$ cat src/rtl/fetch_pc_ctrl_pkg.sv
// Processor-wide shared types and constants for the fetch front end.
package fetch_pc_ctrl_pkg;

  localparam int unsigned LUT_IDX_W        = 4;
  localparam int unsigned PC_WIDTH_DEFAULT = 16;

  typedef enum logic [1:0] {
    ST_IDLE   = 2'd0,
    ST_RUN    = 2'd1,
    ST_HALTED = 2'd2
  } fetch_state_t;

endpackage

$ cat src/rtl/fetch_pc_ctrl.sv
// PC sequencer for the fetch stage: idle/run/halted control, branch target
// selection from the external lookup table, and a saturating retire counter.
module fetch_pc_ctrl
  import fetch_pc_ctrl_pkg::*;
#(
  parameter int unsigned PC_WIDTH  = PC_WIDTH_DEFAULT,
  parameter int unsigned CNT_WIDTH = 16
) (
  input  logic                 clk,
  input  logic                 reset_n,
  input  logic                 start,
  input  logic [PC_WIDTH-1:0]  start_addr,
  input  logic                 stall,
  input  logic                 halt_req,
  input  logic                 branch_en,
  input  logic                 branch_rel,
  input  logic [LUT_IDX_W-1:0] branch_idx,
  output logic [LUT_IDX_W-1:0] lut_idx,
  input  logic [PC_WIDTH-1:0]  lut_target,
  output logic [PC_WIDTH-1:0]  pc,
  output logic                 pc_valid,
  output logic                 done,
  output logic [CNT_WIDTH-1:0] retired
);

  fetch_state_t         state_q, state_d;
  logic [PC_WIDTH-1:0]  pc_q, pc_d;
  logic [CNT_WIDTH-1:0] retired_q, retired_d;
  logic [CNT_WIDTH-1:0] retired_inc;
  logic                 pc_valid_q, pc_valid_d;
  logic                 done_q, done_d;

  // The lookup table sits beside this block and answers in the same cycle.
  assign lut_idx = branch_idx;

  assign retired_inc = (&retired_q) ? retired_q : retired_q + CNT_WIDTH'(1);

  always_comb begin
    state_d   = state_q;
    pc_d      = pc_q;
    retired_d = retired_q;
    case (state_q)
      ST_IDLE, ST_HALTED: begin
        if (start) begin
          pc_d      = start_addr;
          retired_d = '0;
          state_d   = ST_RUN;
        end
      end
      ST_RUN: begin
        // Priority: stall > halt > branch > sequential.
        if (!stall) begin
          retired_d = retired_inc;
          if (halt_req) begin
            state_d = ST_HALTED;
          end else if (branch_en) begin
            pc_d = branch_rel ? pc_q + lut_target : lut_target;
          end else begin
            pc_d = pc_q + PC_WIDTH'(1);
          end
        end
      end
      default: state_d = ST_IDLE;
    endcase
    pc_valid_d = (state_d == ST_RUN);
    done_d     = (state_d == ST_HALTED);
  end

  always_ff @(posedge clk or negedge reset_n) begin
    if (!reset_n) begin
      state_q    <= ST_IDLE;
      pc_q       <= '0;
      retired_q  <= '0;
      pc_valid_q <= 1'b0;
      done_q     <= 1'b0;
    end else begin
      state_q    <= state_d;
      pc_q       <= pc_d;
      retired_q  <= retired_d;
      pc_valid_q <= pc_valid_d;
      done_q     <= done_d;
    end
  end

  assign pc       = pc_q;
  assign pc_valid = pc_valid_q;
  assign done     = done_q;
  assign retired  = retired_q;

endmodule

$ cat config.mk
export PLATFORM = sky130hd
export DESIGN_NAME = fetch_pc_ctrl
export DESIGN_NICKNAME = d
export VERILOG_FILES = /design/src/rtl/fetch_pc_ctrl_pkg.sv /design/src/rtl/fetch_pc_ctrl.sv
export SDC_FILE = /design/constraint.sdc
export NUM_CORES = 1
export LEC_CHECK = 0
export CAP_MARGIN = 20
export CELL_PAD_IN_SITES_DETAIL_PLACEMENT = 1
export CELL_PAD_IN_SITES_GLOBAL_PLACEMENT = 2
export CORE_AREA = 4 4 110 112
export DETAILED_ROUTE_END_ITERATION = 10
export DIE_AREA = 0 0 114 116
export GPL_TIMING_DRIVEN = 0
export PLACE_DENSITY_LB_ADDON = 0.1
export SLEW_MARGIN = 20
export SYNTH_ARGS = -nofsm -noshare
export SYNTH_HDL_FRONTEND = slang
export SYNTH_SLANG_ARGS = --single-unit
$ cat constraint.sdc
create_clock -name clk -period 3.3 [get_ports clk]
set_clock_uncertainty 0.2 [all_clocks]
set_input_delay 0.825 -clock clk [delete_from_list [all_inputs] [get_ports clk]]
set_output_delay 0.825 -clock clk [all_outputs]
set_load 0.05 [all_outputs]
==> results of run 1 <==
-- final cells by class --
cell class	instances	share of cell area
inverter	7	0.00627
multi-input combinational	308	0.486
clock inverter	2	0.00239
tap	143	0.0427
clock buffer	6	0.0332
timing repair buffer	80	0.191
sequential	36	0.215
buffer	18	0.0242
-- cells in the mapped netlist (2+ instances only) --
cell       count  area [µm²]
o2111ai_1      3        26.3
a21o_1        11        82.6
nor3_1         8        40.0
nand2b_1       4        25.0
o22ai_1        2        12.5
nor2_1        39         146
o21ai_0       22         110
and3_1        10        62.6
ha_1          17         213
a211oi_1       6        45.0
a21oi_1       32         160
or3_1          2        12.5
dfrtp_1       36         901
nor3b_1        2        15.0
nor4_1         2        12.5
o221ai_1       5        43.8
o21a_1         3        22.5
clkbuf_1      10        37.5
buf_4          5        37.5
nand3_1       19        95.1
o211ai_1       3        22.5
nand4_1        9        56.3
mux2i_1        7        70.1
a31oi_1        6        37.5
and4_1         4        35.0
buf_2          2        10.0
nand2_1       29         109
xor2_1        21         184
nor2b_1        4        25.0
inv_1          7        26.3
xnor2_1       14         123
a221o_1        2        20.0
-- routing by layer --
metal | global-route usage | up-vias
met5 | 0 | -
met4 | 0.0459 | 0
li1 | - | 1537
met2 | 0.292 | 63
met3 | 0.0324 | 9
met1 | 0.233 | 1498
-- power breakdown --
part           switching (mW)  internal (mW)  leakage, nW
combinational            1.26          0.802         1.24
clock                   0.190          0.298       0.0766
sequential              0.234          0.560        0.461
total                    1.68           1.66         1.78
-- critical path: cells and delay by family --
family / cells / cell delay, ns
adder cells (fa/ha/maj): 1 / 0.44
AND/OR/NAND/NOR: 1 / 0.51
AO/OA/AOI/OAI: 5 / 0.93
buffers and inverters: 1 / 0.45
-- stage by stage --
stage	std cells	utilization	TNS, ns
floorplan	370	-	0
finish	600	0.373	0
CTS	600	0.372	0
detailed placement	589	0.355	-1.62
global placement	588	0.354	-1.40
global route	600	0.373	0
-- logic make-up (layout without fill, tap and decap cells) --
kind of cell               after synthesis  in the layout  synth area share
xor gates and xnor gates                35             35             0.101
muxes                                    7              7            0.0230
and+or+nand+nor                        140            140             0.229
buffers and inverters                   26            113            0.0432
DFF                                     36             36             0.296
adders and majority gates               18             18            0.0764
AOI/OAI and AO/OA                      108            108             0.231
-- timing repair --
action | CTS | global route
setup endpoints to repair | 2 | 3
resized for setup | 3 | 3
pin swaps | 2 | 1
setup buffers | 3 | 1
-- path summary, 6_finish.rpt --
path,from,endpoint,slack [ns],cells past startpoint
setup / recovery,lut_target[10],pc[13],0.15,8
hold / removal,reset_n,pc[11],0.19,1
setup reg to reg,pc[0],pc[10],0.57,8
hold reg to reg,retired[15],retired[15],0.36,2
max in group asynchronous,reset_n,state_q[0],2.27,2
min in group clk,retired[15],retired[15],0.36,2
-- flip-flops by register name, summed over array words and instances (netlist names) --
signal	cells
done	1
pc	16
pc_valid	1
retired	16
state_q	2
==> results.txt, run 1 <==
Dividing the detail-routed via count by the number of cells gives 5.18. TritonCTS built the clock tree. The primary flip-flop cell chosen by synthesis mapping is dfrtp_1. The HPWL after detailed placement is 8930 µm.

The first-pass GRT wire length came out at 18200 µm. The initial utilization of the core area, before any placement, comes to 0.271. The share of the cycle needed by the critical path after routing is 0.954. The peak fanout along the critical path came out at 8. The number of nets produced by synthesis is 431.

The remaining routing DRC violations is 0. The smallest clock period supported by the final layout is computed as 3.15 ns. The detailed router used layers up to and including met4.

Traced cell by cell, the critical path runs through clkdlybuf4s50_1 -> ha_1 -> a21o_1 -> a31o_2 -> a31oi_1 -> a21oi_1 -> or3b_2 -> a21oi_1. The area growth from synthesis to layout is 37.6%. The ratio of cells with drive above 1 in the final layout is 0.0700. The final RePlAce weighted congestion is 0.799. The initial antenna violation count came out at 0. The tree is rooted in a clkbuf_16.

In this run the core area contains 39 standard-cell rows. The die covers 13200 µm². The post-layout instance area came out at 4190 µm².

The post-synthesis area per instance is 8.23 µm². The reported max-cap violation count came out at 0. The total routed wire length on the met1 layer is 5250 µm. The count of TritonRoute iterations in the first routing pass is 4. The layout has 1370 filler cells. The final setup violation count came out at 0. The clock passes through at most 2 buffers. The area of the mapped netlist came out at 3040 µm². The placed instances occupy a cell area of 3990 µm². The final critical-path setup slack is 0.153 ns. The final-report hold violation count is 0.

Summed over all layers, the global routing overflow is 0. The post-synthesis async set-or-reset flop share is 1.00. After detailed routing, the met3 layer carries 486 µm of wire. Entering global routing, the biggest net connects 30 pins. The power density normalized to cell area came out at 798 nW/µm². The area of the multi-input gates is 2030 µm².

The net count reported at finish came out at 517. STA classifies the critical path endpoint as a flop. The worst pin sits at a relative slew slack of 0.504. The die boundary height is 116 µm. In this design, the stage delay of the slowest critical-path cell is 0.51 ns. After synthesis the netlist holds a flip-flop and latch count of 36. The number of different library cells used by synthesis comes to 56. Summed over all layers, the routed wires come to 11200 µm. The die width came out at 114 µm.

The number of max-slew violations in the final report came out at 0. In this run, post-CTS hold repair placed 0 buffers. The number of global-route vias before repair is 3250.

The number of synthesized flops with an enable pin came out at 0. The largest individual stage delay along the critical path comes from the cell or3b_2. The clock input transition at the sequential cells of the worst setup and hold paths came out at 0.06 ns.

The path class of the tightest hold or removal check is in2async. Of the synthesized area, sequential elements account for 0.296. The wire length per cell came out at 18.7 µm. The number of ports placed on the die boundary is 81.

After floorplanning, the core was sized to cover 11200 µm². The via count of the routed design is 3107. The top achievable clock speed came out at 318 MHz. The count of port buffers added during placement is 75. The flow ran to the end, and the final reports show no timing, DRC or antenna violations. The worst-margin pin slew is 0.744 ns. The sum of internal, switching and leakage power came out at 3.34 mW. The total number of H-tree levels came out at 2.

Final hold analysis gives a worst-case slack of 0.192 ns. The clock insertion delay at the later pin of the skew report came out at 0.29 ns. STA classifies the critical path startpoint as an input port. The total length of routed met2 wires came out at 5370 µm. In the layout the commonest cells are 73 x clkdlybuf4s50_1, 39 x nor2_1, 36 x dfrtp_1. The first-iteration detailed-routing DRC count came out at 124. The count of nets left with antenna violations once routing finished came out at 0. Setup repair after global routing left no endpoint under its margin. Registers take 901 µm². The most frequent cell on the critical path is a21oi_1. The number of inserted diodes is 0.

The gate count of the mapped netlist is 370. The total CTS buffers is 5. The worst ir drop on vdd is 0.000344 V. For the worst setup path, the data required time is 3.31 ns. The clock drives 36 sinks. Leaving out fill and tap cells, the most frequent cell in the layout is clkdlybuf4s50_1. The worst endpoint data arrival time is 3.16 ns. During synthesis, Yosys emitted a total of 0 warnings.

The critical path is of the in2reg type. At the placement stage, the worst setup path has a slack of -0.531 ns. Across every metal layer, demand over resource in global routing totals 0.175. The static leakage is 1.78 nW.
No activity file was read; power rests on OpenSTA's default activity.
==> run 2: changes to the inputs <==
--- a/config.mk
+++ b/config.mk
@@ -13,6 +13,7 @@
 export DIE_AREA = 0 0 114 116
 export GPL_TIMING_DRIVEN = 0
 export PLACE_DENSITY_LB_ADDON = 0.1
+export RECOVER_POWER = 100
 export SLEW_MARGIN = 20
 export SYNTH_ARGS = -nofsm -noshare
 export SYNTH_HDL_FRONTEND = slang
==> run 2 against run 1 <==
The run now ends with max-capacitance violations, max-slew violations left. Sequential power decreased by 0.8%. Utilization decreased by 0.18 points. Design area decreased by 0.48%. First-iteration DRC count decreased by 1.6%. Clock power about the same. Die area unchanged. Total power decreased by 1.5%. Routed wire length about the same. Setup slack got worse by 0.038 ns. Critical endpoint is now pc[10]. Final cell count unchanged. Sequential cell count unchanged. Sequential share of layout area increased by 0.10 points.
==> results.txt, run 2 (synthesis results as in run 1) <==
The wire length per cell is 18.7 µm (about the same). The number of inserted diodes was 0 (unchanged). The nature of the critical path startpoint is an input port (unchanged). Commonest cells after routing, fill and taps aside: 39 x nor2_1, 38 x dlygate4sd3_1, 36 x dfrtp_1 (was 73 x clkdlybuf4s50_1, 39 x nor2_1, 36 x dfrtp_1).

The root buffer cell was clkbuf_16 (unchanged). The cell area reported after detailed placement is 3990 µm² (unchanged). The worst hold path class is in2async (unchanged). The clock input transition at the sequential cells of the worst setup and hold paths is 0.06 ns (about the same). Crit-path cells: clkdlybuf4s50_1 -> fa_1 -> a21o_1 -> a221oi_4 -> and3b_2 -> or4_1 -> nand2_1 -> o31a_1 (was clkdlybuf4s50_1 -> ha_1 -> a21o_1 -> a31o_2 -> a31oi_1 -> a21oi_1 -> or3b_2 -> a21oi_1).

The total CTS buffers came to 5 (unchanged). The HPWL after detailed placement is 8930 µm (unchanged). The total routed wirelength is 11200 µm (about the same). The share of the cycle needed by the critical path after routing came to 0.965 (was 0.954).

The floorplan die area is 13200 µm² (unchanged). The static leakage is 1.84 nW (was 1.78 nW). The area taken by flip-flops and latches is 901 µm² (unchanged). The die boundary height is 116 µm (unchanged). The die width came out at 114 µm (unchanged). The worst endpoint data arrival time is 3.21 ns (was 3.16 ns). The count of TritonRoute iterations in the first routing pass is 4 (unchanged).

The critical-path cell with the highest stage delay is or4_1 (was or3b_2). The area growth from synthesis to layout came out at 37.0% (was 37.6%). The most frequent standard cell in the layout excluding fill and tap cells is nor2_1 (was clkdlybuf4s50_1).

The initial antenna violation count is 0 (unchanged). The final-report hold violation count came to 0 (unchanged). The worst hold margin is 0.264 ns (was 0.192 ns).

The first-iteration detailed-routing DRC count came to 122 (was 124). The net count reported at finish is 517 (unchanged). The vias per cell is 5.19 (was 5.18). The clock insertion delay at the later pin of the skew report came out at 0.28 ns (was 0.29 ns). The sum of internal, switching and leakage power was 3.29 mW (was 3.34 mW). The remaining antenna violation count is 0 (unchanged). The remaining routing DRC violations came to 0 (unchanged). The area of the core came out at 11200 µm² (unchanged). The number of global-route vias before repair is 3250 (unchanged).

The largest net degree at the start of global routing is 30 (unchanged). The max-slew headroom at the worst pin is -0.115 (was 0.504). The first-pass GRT wire length is 18200 µm (unchanged). The kind of capture point of the worst setup path is a flop (unchanged). The fill cell instance count of the final layout came out at 1373 (was 1370).

The final setup violation count is 0 (unchanged). The clock period minus worst slack came out at 3.18 ns (was 3.15 ns). The post-layout instance area is 4170 µm² (was 4190 µm²). The ratio of cells with drive above 1 in the final layout was 0.0635 (was 0.0700). The end of the worst register-to-register path was pc[10] (unchanged). The worst-case setup slack after placement came out at -0.531 ns (unchanged). The final RePlAce weighted congestion was 0.799 (unchanged). The maximum root-to-sink buffer count was 2 (unchanged).

The delay of the slowest cell on the worst path is 0.50 ns (was 0.51 ns). The global-route usage over all layers came out at 0.175 (unchanged). The data required time of the critical path came out at 3.33 ns (was 3.31 ns). The starting utilization of the core area is 0.271 (unchanged). The worst ir drop on vdd was 0.000343 V (was 0.000344 V). The start-to-end type of the worst setup path is in2reg (unchanged). The hold buffer count at cts came out at 0 (unchanged). The reported max-cap violation count is 1 (was 0). The area of the multi-input gates is 2030 µm² (about the same).

The worst setup slack for register-to-register paths came to 0.50 ns (was 0.57 ns). The total congestion overflow was 0 (unchanged). The clock sink count came to 36 (unchanged).

The peak fanout along the critical path is 3 (was 8). The worst-margin pin slew is 1.67 ns (was 0.744 ns). The count of port buffers added during placement is 75 (unchanged). The via count of the routed design was 3116 (was 3107). The final critical-path setup slack is 0.115 ns (was 0.153 ns).

The top achievable clock speed came out at 314 MHz (was 318 MHz). Unrepaired setup endpoints after global routing: false (unchanged). The number of max-slew violations in the final report is 30 (was 0). The count of standard-cell rows was 39 (unchanged). The final reports fail on max-capacitance violations, max-slew violations.

The TritonCTS clock tree is built (unchanged). The number of ports placed on the die boundary is 81 (unchanged). The count of cells along the worst register-to-register path is 8 (unchanged). The power density normalized to cell area was 790 nW/µm² (was 798 nW/µm²). Status: complete, but fails checks (was complete, no violations). The total number of H-tree levels is 2 (unchanged). The startpoint of the worst-slack reg-to-reg timing path is pc[0] (unchanged).
run 2: final cells by class:
cell class	count	share of cell area
clock inverter	2	0.00240
multi-input combinational	308	0.487
timing repair buffer	80	0.187
tap	143	0.0429
clock buffer	6	0.0333
inverter	7	0.00630
buffer	18	0.0243
sequential	36	0.216
run 2: worst max-delay path by stage:
stage / from / to / slack [ns] / cells after the start
after global placement: lut_target[0] / pc[10] / -0.47 / 9
after CTS: lut_target[0] / pc[10] / 0.0009 / 9
after detailed placement: lut_target[0] / pc[10] / -0.53 / 9
after global routing: stall / retired[9] / 0.007 / 7
final: lut_target[1] / pc[10] / 0.12 / 8
after floorplan: lut_target[0] / pc[10] / 0.19 / 8
run 2: what timing repair did:
item,CTS,global route
gates cloned,0,0
pin swaps,2,1
buffers inserted,3,1
gates resized for setup,3,3
setup endpoints to repair,2,3
run 2: per-layer routing:
metal	share of wire	up-vias	global-route usage
met4	0.012	0	0.0459
met2	0.48	66	0.292
met5	0	-	0
met3	0.047	9	0.0324
met1	0.46	1504	0.233
li1	-	1537	-
run 2: where the power goes:
group	switching (mW)	total, mW	internal, mW	leakage, nW
sequential	0.228	0.788	0.560	0.461
clock	0.191	0.489	0.298	0.0766
combinational	1.26	2.02	0.760	1.30
total	1.68	3.29	1.62	1.84
run 2: stage by stage:
step | setup TNS [ns] | util | cells
2_1_floorplan | 0 | - | 370
3_3_place_gp | -1.40 | 0.354 | 588
3_5_place_dp | -1.62 | 0.355 | 589
4_1_cts | 0 | 0.372 | 600
5_1_grt | 0 | 0.371 | 600
6_report | 0 | 0.371 | 600
run 2: worst max-delay path, delay by kind of cell:
kind / cells / cell delay (ns)
buffers and inverters: 1 / 0.47
AOI/OAI and AO/OA: 3 / 0.60
and+or+nand+nor: 3 / 0.85
adders and majority gates: 1 / 0.48
==> run 3: changes to the inputs <==
--- a/config.mk
+++ b/config.mk
@@ -5,6 +5,7 @@
 export SDC_FILE = /design/constraint.sdc
 export NUM_CORES = 1
 export LEC_CHECK = 0
+export ABC_CLOCK_PERIOD_IN_PS = 3300
 export CAP_MARGIN = 20
 export CELL_PAD_IN_SITES_DETAIL_PLACEMENT = 1
 export CELL_PAD_IN_SITES_GLOBAL_PLACEMENT = 2
==> results of run 3 <==
No change in the layout: final DEF, timing and power equal those of run 2.
